$ cat config.mk
export PLATFORM = sky130hd
export DESIGN_NAME = demo_rst
export DESIGN_NICKNAME = d
export VERILOG_FILES = /design/src/rtl/demo_rst_pkg.sv /design/src/rtl/demo_sync2.sv /design/src/rtl/demo_rst.sv
export SDC_FILE = /design/constraint.sdc
export NUM_CORES = 1
export LEC_CHECK = 0
export ABC_AREA = 0
export CAP_MARGIN = 20
export CORE_MARGIN = 1
export CORE_UTILIZATION = 50
export CTS_CLUSTER_DIAMETER = 40
export DETAILED_ROUTE_END_ITERATION = 8
export PLACE_DENSITY = 0.77
export SKIP_CTS_REPAIR_TIMING = 1
export SLEW_MARGIN = 5
export SYNTH_ARGS = -nofsm -noshare
export SYNTH_HDL_FRONTEND = slang
export SYNTH_SLANG_ARGS = --single-unit
$ cat constraint.sdc
create_clock -name CLK -period 1.46 [get_ports CLK]
set_input_delay 0.292 -clock CLK [delete_from_list [all_inputs] [get_ports CLK]]
set_output_delay 0.292 -clock CLK [all_outputs]
set_load 0.005 [all_outputs]
$ cat src/rtl/demo_rst_pkg.sv
// -----------------------------------------------------------------------------
// demo_rst_pkg
// Shared definitions for the DCM reset sequencer (demo_rst):
//   - state_t  : 2-bit state encodings of the sequencer FSM
//   - DEF_*    : default values of the demo_rst parameters
//   - cnt_t    : width of the shared state counter
//   - outs_t   : output bundle decoded from a state
//   - cnt_inc  : saturating counter increment (the counter never wraps)
//   - decode_outs : state -> output decode, applied to the next state so the
//                   registered outputs move on the same edge as the state
// -----------------------------------------------------------------------------
package demo_rst_pkg;

    typedef enum logic [1:0] {
        S_DCMRST = 2'd0,
        S_WAIT   = 2'd1,
        S_HOLD   = 2'd2,
        S_RUN    = 2'd3
    } state_t;

    localparam int unsigned DEF_DCM_RST_CYCLES = 32'd8;
    localparam int unsigned DEF_HOLD_CYCLES    = 32'd1024;
    localparam int unsigned DEF_LOCK_TIMEOUT   = 32'd65535;

    localparam int unsigned CNT_W = 32'd16;
    typedef logic [CNT_W-1:0] cnt_t;

    typedef struct packed {
        logic dcm_rst;
        logic sys_rst_n;
        logic ready;
    } outs_t;

    // Increment that sticks at all-ones instead of rolling over.
    function automatic cnt_t cnt_inc(input cnt_t c);
        cnt_t res;
        if (c == 16'hFFFF) begin
            res = c;
        end else begin
            res = c + 16'd1;
        end
        return res;
    endfunction

    // Output levels owned by each state; unknown encodings fall back to the
    // safe "DCM held in reset, system held in reset" levels.
    function automatic outs_t decode_outs(input state_t s);
        outs_t o;
        case (s)
            S_DCMRST: begin
                o.dcm_rst   = 1'b1;
                o.sys_rst_n = 1'b0;
                o.ready     = 1'b0;
            end
            S_WAIT, S_HOLD: begin
                o.dcm_rst   = 1'b0;
                o.sys_rst_n = 1'b0;
                o.ready     = 1'b0;
            end
            S_RUN: begin
                o.dcm_rst   = 1'b0;
                o.sys_rst_n = 1'b1;
                o.ready     = 1'b1;
            end
            default: begin
                o.dcm_rst   = 1'b1;
                o.sys_rst_n = 1'b0;
                o.ready     = 1'b0;
            end
        endcase
        return o;
    endfunction

endpackage

$ cat src/rtl/demo_sync2.sv
// -----------------------------------------------------------------------------
// demo_sync2
// Two-flop synchronizer for a single asynchronous level into the clk domain.
// Ports:
//   clk   : destination clock
//   rst_n : synchronous active-low reset, clears both flops to 0
//   d     : asynchronous input level
//   q     : synchronized level, 2 clk cycles of latency
// -----------------------------------------------------------------------------
module demo_sync2 (
    input  logic clk,
    input  logic rst_n,
    input  logic d,
    output logic q
);

    logic meta_r;
    logic sync_r;

    // Synchronizer chain: meta_r may go metastable, sync_r is the settled copy.
    always_ff @(posedge clk) begin
        if (!rst_n) begin
            meta_r <= 1'b0;
            sync_r <= 1'b0;
        end else begin
            meta_r <= d;
            sync_r <= meta_r;
        end
    end

    assign q = sync_r;

endmodule

$ cat src/rtl/demo_rst.sv
// -----------------------------------------------------------------------------
// demo_rst
// DCM reset sequencer. Pulses the DCM reset, waits for LOCKED, requires a
// stable lock for HOLD_CYCLES before releasing the system reset, and re-runs
// the whole sequence if lock is lost while running.
//
// Build option:
//   DEMO_RST_RETRY_EN - when defined, S_WAIT re-pulses the DCM reset after
//                       LOCK_TIMEOUT cycles without lock; when undefined,
//                       S_WAIT waits for lock indefinitely.
//
// Parameters:
//   DCM_RST_CYCLES : CLK cycles DCM_RST is held high per pulse (3..65535)
//   HOLD_CYCLES    : consecutive locked cycles before release   (1..65535)
//   LOCK_TIMEOUT   : S_WAIT cycles before a retry               (1..65535)
//
// Ports:
//   CLK       : board reference clock
//   RST_N     : synchronous active-low reset
//   LOCK      : DCM LOCKED, asynchronous to CLK
//   DCM_RST   : active-high reset to the DCM
//   SYS_RST_N : active-low system reset
//   READY     : high while running
//   LOCK_LOST : sticky, set when lock drops while running; cleared by RST_N
// -----------------------------------------------------------------------------
module demo_rst
    import demo_rst_pkg::*;
#(
    parameter int unsigned DCM_RST_CYCLES = DEF_DCM_RST_CYCLES,
    parameter int unsigned HOLD_CYCLES    = DEF_HOLD_CYCLES,
    parameter int unsigned LOCK_TIMEOUT   = DEF_LOCK_TIMEOUT
) (
    input  logic CLK,
    input  logic RST_N,
    input  logic LOCK,
    output logic DCM_RST,
    output logic SYS_RST_N,
    output logic READY,
    output logic LOCK_LOST
);

`ifdef DEMO_RST_RETRY_EN
    localparam logic RETRY_EN = 1'b1;
`else
    localparam logic RETRY_EN = 1'b0;
`endif

    // Terminal counts; all counter tests are equality against these.
    localparam cnt_t DCM_LAST     = cnt_t'(DCM_RST_CYCLES - 32'd1);
    localparam cnt_t HOLD_LAST    = cnt_t'(HOLD_CYCLES - 32'd1);
    localparam cnt_t TIMEOUT_LAST = cnt_t'(LOCK_TIMEOUT - 32'd1);

    logic   lock_s;
    logic   wait_timeout_s;
    state_t state_r;
    state_t state_nxt_s;
    cnt_t   cnt_r;
    cnt_t   cnt_nxt_s;
    outs_t  outs_nxt_s;
    logic   dcm_rst_r;
    logic   sys_rst_n_r;
    logic   ready_r;
    logic   lock_lost_r;

    demo_sync2 u_lock_sync (
        .clk   (CLK),
        .rst_n (RST_N),
        .d     (LOCK),
        .q     (lock_s)
    );

    // Without the retry option RETRY_EN is 0 and S_WAIT never times out.
    assign wait_timeout_s = RETRY_EN && (cnt_r == TIMEOUT_LAST) && !lock_s;

    // Next-state and next-count logic of the sequencer.
    always_comb begin
        state_nxt_s = state_r;
        case (state_r)
            S_DCMRST: begin
                if (cnt_r == DCM_LAST) begin
                    state_nxt_s = S_WAIT;
                end else begin
                    state_nxt_s = S_DCMRST;
                end
            end
            S_WAIT: begin
                if (lock_s) begin
                    state_nxt_s = S_HOLD;
                end else if (wait_timeout_s) begin
                    state_nxt_s = S_DCMRST;
                end else begin
                    state_nxt_s = S_WAIT;
                end
            end
            S_HOLD: begin
                // A lock drop wins over the final hold count.
                if (!lock_s) begin
                    state_nxt_s = S_WAIT;
                end else if (cnt_r == HOLD_LAST) begin
                    state_nxt_s = S_RUN;
                end else begin
                    state_nxt_s = S_HOLD;
                end
            end
            S_RUN: begin
                if (!lock_s) begin
                    state_nxt_s = S_DCMRST;
                end else begin
                    state_nxt_s = S_RUN;
                end
            end
            default: begin
                state_nxt_s = S_DCMRST;
            end
        endcase

        // Counter restarts on every state change; it is idle in S_RUN.
        if (state_nxt_s != state_r) begin
            cnt_nxt_s = 16'd0;
        end else if (state_r == S_RUN) begin
            cnt_nxt_s = cnt_r;
        end else begin
            cnt_nxt_s = cnt_inc(cnt_r);
        end

        outs_nxt_s = decode_outs(state_nxt_s);
    end

    // State, counter and outputs; outputs follow the next state.
    always_ff @(posedge CLK) begin
        if (!RST_N) begin
            state_r     <= S_DCMRST;
            cnt_r       <= 16'd0;
            dcm_rst_r   <= 1'b1;
            sys_rst_n_r <= 1'b0;
            ready_r     <= 1'b0;
            lock_lost_r <= 1'b0;
        end else begin
            state_r     <= state_nxt_s;
            cnt_r       <= cnt_nxt_s;
            dcm_rst_r   <= outs_nxt_s.dcm_rst;
            sys_rst_n_r <= outs_nxt_s.sys_rst_n;
            ready_r     <= outs_nxt_s.ready;
            lock_lost_r <= lock_lost_r
                         | ((state_r == S_RUN) && (state_nxt_s == S_DCMRST));
        end
    end

    assign DCM_RST   = dcm_rst_r;
    assign SYS_RST_N = sys_rst_n_r;
    assign READY     = ready_r;
    assign LOCK_LOST = lock_lost_r;

endmodule

* After elaboration in Yosys (flattened, before gate mapping) *
Cells that the tools add are included.

operators by class
  bitwise operators = 4
  muxes and demuxes = 7
  eq/ne operators = 10
  add/sub/neg operators = 1
  reduce and logical (&&, ||, !) cells = 6

operators with widths
  operator                                          number
  adder 16 x 1 -> 16 bit (second input constant)    1
  == test 16 x 10 -> 1 bit (second input constant)  1
  == test 16 bit (second input constant)            1
  == test 16 x 3 -> 1 bit (second input constant)   1
  case mux 3 bit (3 select lines)                   1
  == test 2 bit (second input constant)             4
  case mux 2 bit (4 select lines)                   1
  2-to-1 mux 2 bit                                  3
  == test 2 x 1 -> 1 bit (second input constant)    2
  logical NOT 2 bit                                 2
  OR reduction 2 bit                                2
  inverter 1 bit                                    3
  2-to-1 mux 1 bit                                  2
  != test 2 bit                                     1
  AND reduction 2 bit                               1
  logical AND 1 bit                                 1
  OR 1 bit                                          1

storage, ports and cells
  output and inout port bits = 4
  logic and storage cells = 36
  bits of input ports = 3
  register bits after elaboration = 24

* Longest topological paths before layout *
Gate-level depths: netlist (run 1).

  word-level depth = 7
  mapped depth = 7
  mapped depth without buffers = 6

* Hierarchy *
Synthesis (run 1) repeated with hierarchy kept, for this count alone.

unflattened totals
  cells, all modules = 128
  area total of the unflattened synthesis = 1,162.4 sq um

modules (own cells, without submodules)
  module      seq. area each (sq um)  area an instance (sq um)  times used  cells an instance
  demo_rst    420.4                   1,109.8                   1           124
  demo_sync2  40.0                    52.6                      1           4

* Worst setup path after synthesis (run 1) *
No wires, ideal clock.

  path type = flip-flop to flip-flop
  start point = reg cnt_r[12]
  end point = reg cnt_r[5]
  setup slack = -93 ps
  data arrival time = 1,431 ps
  setup time = 122 ps
  cell stages (with the launch flop) = 6
  required time = 1,338 ps
  path buffers = 0
  clock period less this slack = 1,553 ps
  cell sequence = dfxtp_1 > nand4_1 > or4_4 > nand4_1 > xor2_1 > nor2_1

on the way
  longest elaborated chain between the ends = 6
  elaborated cells on any way between the ends = 11
  those cells by class = eq/ne (4); mux (4); bitwise (1); reduce/logical (2)

ends and longest elaborated chain
  what                             line             source
  start, declared                  demo_rst.sv:57   cnt_t cnt_r;
  start signal, assigned           demo_rst.sv:140  cnt_r <= cnt_nxt_s;
  == test 16 x 10 -> 1 bit         demo_rst.sv:99   end else if (cnt_r == HOLD_LAST) begin
  2-to-1 mux 1 bit                 demo_rst.sv:99
  2-to-1 mux 2 bit                 demo_rst.sv:97   if (!lock_s) begin
  case mux 2 bit (4 select lines)  demo_rst.sv:78   case (state_r)
  != test 2 bit                    demo_rst.sv:118  if (state_nxt_s != state_r) begin
  OR reduction 2 bit (no line)     -

Several ways; a longest one is shown, not always the timed one.
A chain may end at the register's enable or synchronous reset.

* Final worst setup path (run 1) *
  start point = reg cnt_r[9]
  end point = reg cnt_r[10]

Same word-level chain as after synthesis.

==> flow_metrics.env, run 1 <==
export IMPL_min_period_ps=1760
export IMPL_die_h_um=49.6
export IMPL_initial_core_util_pct=55.4
export IMPL_root_buffer="clkbuf_4"
export IMPL_nFillCells=138
export IMPL_crit_required_ps=1680
export IMPL_ys_seq_area_share_pct=40.7
export IMPL_min_delay_start="u_lock_sync.meta_r"
export IMPL_synth_top_cell_by_area="dfxtp_1"
export IMPL_numPortBuffers=6
export IMPL_arrival_ps=1980
export IMPL_cts_sinks=23
export IMPL_path_delay_family="simple AND/OR/NAND/NOR gates"
export IMPL_cap_violations=0
export IMPL_wl_per_cell_um=17.2
export IMPL_ant_nets=0
export IMPL_grt_busiest_layer="met2"
export IMPL_via_count=1206
export IMPL_total_leakage_power_nw=0.751
export IMPL_p_per_area_nw_per_um2=625
export IMPL_path_buf_inv=0
export IMPL_synth_top_area_share_pct=40.7
export IMPL_violations="setup timing"
export IMPL_final_max_slew_violation_count=0
export IMPL_status="complete, but fails checks"
export IMPL_clockBufferDepth=2
export IMPL_fin_ws_ps=-301
export IMPL_timing_critical_path_to_type="flop"
export IMPL_synth_area_leaders="dfxtp_1 (41%), nor2_1 (7.3%), xor2_1 (6.2%)"
export IMPL_hold_depth=1
export IMPL_cts_tree="done"
export IMPL_yosys_top_cells_count="dfxtp_1 (23), nor2_1 (22), nand2_1 (11)"
export IMPL_worstMarginPinSlew_ps=328
export IMPL_syn_num_nets=136
export IMPL_met3_usage_pct=4.63
export IMPL_detail_route_iter0_violations=62
export IMPL_final_area_um2=1660
export IMPL_synth_edf_count=0
export IMPL_path_cells="or4_4 > nor4_2 > nand4b_1 > nand3b_1 > nor2_1"
export IMPL_ys_types=37
export IMPL_grt_total_usage_pct=26.7
export IMPL_met1_usage_pct=29.6
export IMPL_antenna_found_initial=0
export IMPL_dp_hpwl_mm=2.29
export IMPL_path_clk_slew_ps=140
export IMPL_path_class="flop to flop"
export IMPL_timing_rr_start="cnt_r[9]"
export IMPL_synthArstFlopShare_pct=0
export IMPL_hp_class="flop to flop"
export IMPL_routed_wl_mm=3.50
export IMPL_coreArea_um2=2040
export IMPL_antenna_cells=0
export IMPL_syn_avg_cell_area_um2=8.57
export IMPL_via_per_inst=5.91
export IMPL_maxSlewHeadroom_pct=78.0
export IMPL_clock_latency_ps=330
export IMPL_area_growth_pct=46.9
export IMPL_num_rows=16
export IMPL_drive_gt1_share_pct=40.7
export IMPL_grt_pass1_wl_mm=4.88
export IMPL_place_area_um2=1500
export IMPL_dieArea_um2=2460
export IMPL_grt_pass1_vias=1114
export IMPL_start_kind="flop"
export IMPL_yosys_warnings=0
export IMPL_reg2reg_slack_ps=-300
export IMPL_critPathMaxFanout=7
export IMPL_setup_viol=19
export IMPL_cpMaxStageDelayCell="or4_4"
export IMPL_synthFlopType="dfxtp_1"
export IMPL_cts_made_buffers=3
export IMPL_setup_tns_ps=-3760
export IMPL_reg2regPathDepth=5
export IMPL_drc_errors=0
export IMPL_fmax_mhz=568
export IMPL_synthCells=132
export IMPL_synth_seq_cells=23
export IMPL_syn_area_um2=1130
export IMPL_vdd_drop_max_mv=0.565
export IMPL_met2_usage_pct=47.5
export IMPL_rsz0062_at_grt="yes"
export IMPL_place_gp_congestion=0.876
export IMPL_finClkSkew_ps=9.72
export IMPL_hold_path_end="u_lock_sync.q"
export IMPL_critPathMaxStageDelay_ps=530
export IMPL_htree_levels=1
export IMPL_reg2reg_to="cnt_r[10]"
export IMPL_fin_nets=182
export IMPL_yosysMostFrequentCell="dfxtp_1"
export IMPL_period_share_pct=121
export IMPL_io_pins=7
export IMPL_grt_max_degree=14
export IMPL_hold_violations=0
export IMPL_grt_overflow_total=0
export IMPL_firstDrtPassIters=4
export IMPL_die_x_um=49.6
registers in the layout, summed over array words and instances (netlist names):
name,flops
state_r,2
u_lock_sync.meta_r,1
cnt_r,16
LOCK_LOST,1
SYS_RST_N,1
u_lock_sync.q,1
DCM_RST,1
logic make-up after synthesis:
logic type	count (synthesis)	share of synthesized area (%)
AO/OA/AOI/OAI	11	5.97
multiplexers	1	0.885
adder cells (fa/ha/maj)	1	1.11
XOR/XNOR	14	10.8
AND/OR/NAND/NOR	75	37.7
flip-flops	23	40.7
buffers and inverters	7	2.76
placed cells by master, fill, tap and decap left out, types with 4 or more instances in the layout:
master,n
buf_4,40
nor2_1,22
dfxtp_1,15
nand2_1,11
dfxtp_2,8
nand4_1,8
xor2_1,8
xnor2_1,5
a21oi_1,4
worst register-to-register path: cells and delay by family, from the launching register on:
kind | cells | cell delay [ps]
and+or+nand+nor | 5 | 1250
DFF | 1 | 400
per-layer routing:
metal  part of all wire, %  wire, um
met1                    40      1400
met2                    49      1710
met3                   6.2       217
met4                   5.0       174
met5                     0         0
worst max path at each step:
stage                    from   endpoint  cells past startpoint
floorplan           cnt_r[11]    DCM_RST                      5
CTS                 cnt_r[12]   cnt_r[6]                      8
global placement     cnt_r[8]   cnt_r[1]                      5
finish               cnt_r[9]  cnt_r[10]                      5
detailed placement  cnt_r[12]   cnt_r[6]                      8
global route         cnt_r[1]  cnt_r[10]                      8
where the power goes:
part	switching [mW]	internal [mW]	leakage [nW]	total (mW)
Clock	0.214	0.103	0.0177	0.317
Sequential	0.00932	0.639	0.190	0.648
Combinational	0.0335	0.0393	0.544	0.0728
final cells by class:
type | instances | area, um^2 | area share [%]
Multi-Input combinational cell | 102 | 747 | 45.0
Tap cell | 27 | 33.8 | 2.03
Clock buffer | 3 | 22.5 | 1.36
Timing Repair Buffer | 47 | 379 | 22.8
Sequential cell | 23 | 470 | 28.3
Clock inverter | 1 | 5.00 | 0.301
Inverter | 1 | 3.75 | 0.226
stage by stage:
| stage | cells | setup WS (ps) | util (%) | hold slack, ps | total power [mW] |
|---|---|---|---|---|---|
| floorplan | 132 | -68.6 | - | 372 | 0.695 |
| global placement | 195 | -160 | 73.7 | 415 | 0.727 |
| detailed placement | 195 | -335 | 73.7 | 426 | 0.732 |
| CTS | 199 | -384 | 75.0 | 456 | 1.02 |
| global route | 204 | -346 | 81.4 | 485 | 1.06 |
| finish | 204 | -301 | 81.4 | 454 | 1.04 |
Note: power is estimated with default switching activity, not from simulation.
==> inputs of run 2 (changes only) <==
--- a/config.mk
+++ b/config.mk
@@ -7,6 +7,7 @@
 export LEC_CHECK = 0
 export ABC_AREA = 0
 export CAP_MARGIN = 20
+export CORE_ASPECT_RATIO = 0.9
 export CORE_MARGIN = 1
 export CORE_UTILIZATION = 50
 export CTS_CLUSTER_DIAMETER = 40
==> constraint.sdc (replaced) <==
create_clock -name CLK -period 1.46 [get_ports CLK]
set_input_delay 0.292 -clock CLK [delete_from_list [all_inputs] [get_ports CLK]]
set_output_delay 0.292 -clock CLK [all_outputs]
set_load 0.01 [all_outputs]
==> flow_metrics.env, run 2 (synthesized netlist as in run 1, its figures left out) <==
export IMPL_largest_reg_flops=16
export IMPL_status="complete, but fails checks"
export IMPL_violations="setup timing"
export IMPL_drc_errors=0
export IMPL_wl_met2_mm=1.65
export IMPL_drive_gt1_share_pct=41.0
export IMPL_coreArea_um2=2030
export IMPL_path_buf_inv=0
export IMPL_cap_violations=0
export IMPL_grt_overflow_total=0
export IMPL_numPortBuffers=6
export IMPL_critPathMaxStageDelay_ps=540
export IMPL_htree_levels=1
export IMPL_reg2reg_to="state_r[0]"
export IMPL_intPower_uw=787
export IMPL_whs_ps=457
export IMPL_path_clk_slew_ps=130
export IMPL_antenna_found_initial=0
export IMPL_path_class="flop to flop"
export IMPL_nFillCells=121
export IMPL_cts_made_buffers=3
export IMPL_path_delay_family="simple AND/OR/NAND/NOR gates"
export IMPL_initial_core_util_pct=55.8
export IMPL_place_gp_congestion=0.839
export IMPL_vdd_drop_max_mv=0.731
export IMPL_combPwrFrac_pct=7.4
export IMPL_area_growth_pct=44.4
export IMPL_final_common_cell="buf_4"
export IMPL_top_regs="cnt_r x16, state_r x2"
export IMPL_hold_violations=0
export IMPL_firstDrtPassIters=4
export IMPL_cts_tree="done"
export IMPL_maxSlewHeadroom_pct=80.0
export IMPL_layout_common_cells="buf_4 (32), nor2_1 (22), dfxtp_1 (14)"
export IMPL_clkPwrFrac_pct=29.1
export IMPL_dieArea_um2=2460
export IMPL_routed_wl_mm=3.30
export IMPL_netSwitchingPower_uw=232
export IMPL_fin_nets=178
export IMPL_via_count=1155
export IMPL_wl_per_cell_um=16.7
export IMPL_grt_pass1_wl_mm=4.73
export IMPL_path_cells="or4_4 > nor3_4 > nand3_1 > nor3_2 > o31a_1"
export IMPL_place_ws_ps=-264
export IMPL_cpMaxStageDelayCell="or4_4"
export IMPL_rsz0062_at_grt="yes"
export IMPL_start_kind="flop"
export IMPL_reg2reg_slack_ps=-260
export IMPL_crit_required_ps=1710
export IMPL_via_per_inst=5.83
export IMPL_critPathMaxFanout=4
export IMPL_worstMarginPinSlew_ps=300
export IMPL_clockBufferDepth=2
export IMPL_root_buffer="clkbuf_4"
export IMPL_ant_nets=0
export IMPL_timing_rr_start="cnt_r[11]"
export IMPL_top_register="cnt_r"
export IMPL_antenna_cells=0
export IMPL_p_seq_share_pct=63.5
export IMPL_p_per_area_nw_per_um2=624
export IMPL_clock_latency_ps=320
export IMPL_final_max_slew_violation_count=0
export IMPL_hp_class="flop to flop"
export IMPL_die_x_um=52.1
export IMPL_fin_ws_ps=-263
export IMPL_arrival_ps=1980
export IMPL_grt_max_degree=13
export IMPL_min_period_ps=1720
export IMPL_period_share_pct=118
export IMPL_wirelength_met1_mm=1.43
export IMPL_finClkSkew_ps=14.7
export IMPL_min_delay_start="u_lock_sync.meta_r"
export IMPL_hold_depth=1
export IMPL_cts_sinks=23
export IMPL_dp_hpwl_mm=2.21
export IMPL_die_h_um=47.1
export IMPL_io_pins=7
export IMPL_hold_path_end="u_lock_sync.q"
export IMPL_setup_viol=16
export IMPL_routed_top_layer="met4"
export IMPL_total_leakage_power_nw=0.701
export IMPL_detail_route_iter0_violations=49
export IMPL_reg2regPathDepth=5
export IMPL_swShare_pct=22.8
export IMPL_fmax_mhz=580
export IMPL_grt_total_usage_pct=26.7
export IMPL_timing_critical_path_to_type="flop"
export IMPL_grt_pass1_vias=1121
export IMPL_met3_length_um=160
export IMPL_num_rows=15
[run 2: cell count changes in the layout (fill, tap and decap cells not counted), sizes merged]
cell	before	now
dlymetal6s2s	3	4
clkbuf	3	4
clkdlybuf4s50	3	2
clkinv	1	0
buf	41	37
[run 2: cell type report]
cell class	instances	area (um^2)	area share, %
multi-input cells	102	733	44.9
flip-flops and latches	23	472	28.9
repair buffers	43	367	22.5
well taps	25	31.3	1.92
clock buffers	4	26.3	1.61
inverters	1	3.75	0.230
[run 2: worst max path at each step]
stage | to | start | depth (start not counted) | slack (ps)
5_1_grt | state_r[0] | cnt_r[11] | 5 | -290
4_1_cts | cnt_r[1] | cnt_r[11] | 5 | -290
2_1_floorplan | DCM_RST | cnt_r[11] | 5 | -70
3_3_place_gp | cnt_r[0] | cnt_r[11] | 5 | -160
3_5_place_dp | cnt_r[1] | cnt_r[11] | 5 | -260
6_report | state_r[0] | cnt_r[11] | 5 | -260
[run 2: power groups by stage]
| stage | Sequential [mW] | Combinational [mW] | Clock, mW |
|---|---|---|---|
| after global routing | 0.649 | 0.0812 | 0.321 |
| final | 0.647 | 0.0753 | 0.297 |
| after global placement | 0.661 | 0.0661 | 0 |
| after floorplan | 0.661 | 0.0349 | 0 |
| after CTS | 0.647 | 0.0709 | 0.303 |
| after detailed placement | 0.661 | 0.0706 | 0 |
[run 2: per-layer routing]
| metal | GRT usage, % | up-vias |
|---|---|---|
| met2 | 48.2 | 38 |
| met3 | 7.44 | 8 |
| met5 | 0 | - |
| met4 | 10.5 | 0 |
| li1 | - | 549 |
| met1 | 30.3 | 560 |
[run 2: stage by stage]
| step | util [%] | power (mW) | TNS (ps) | std cells | instance area, um^2 |
|---|---|---|---|---|---|
| finish | 80.6 | 1.02 | -2790 | 198 | 1630 |
| global route | 80.6 | 1.05 | -3440 | 198 | 1630 |
| CTS | 74.6 | 1.02 | -3590 | 195 | 1510 |
| detailed placement | 73.3 | 0.732 | -2820 | 191 | 1490 |
| global placement | 73.3 | 0.727 | -1580 | 191 | 1490 |
| floorplan | - | 0.695 | -506 | 132 | 1170 |
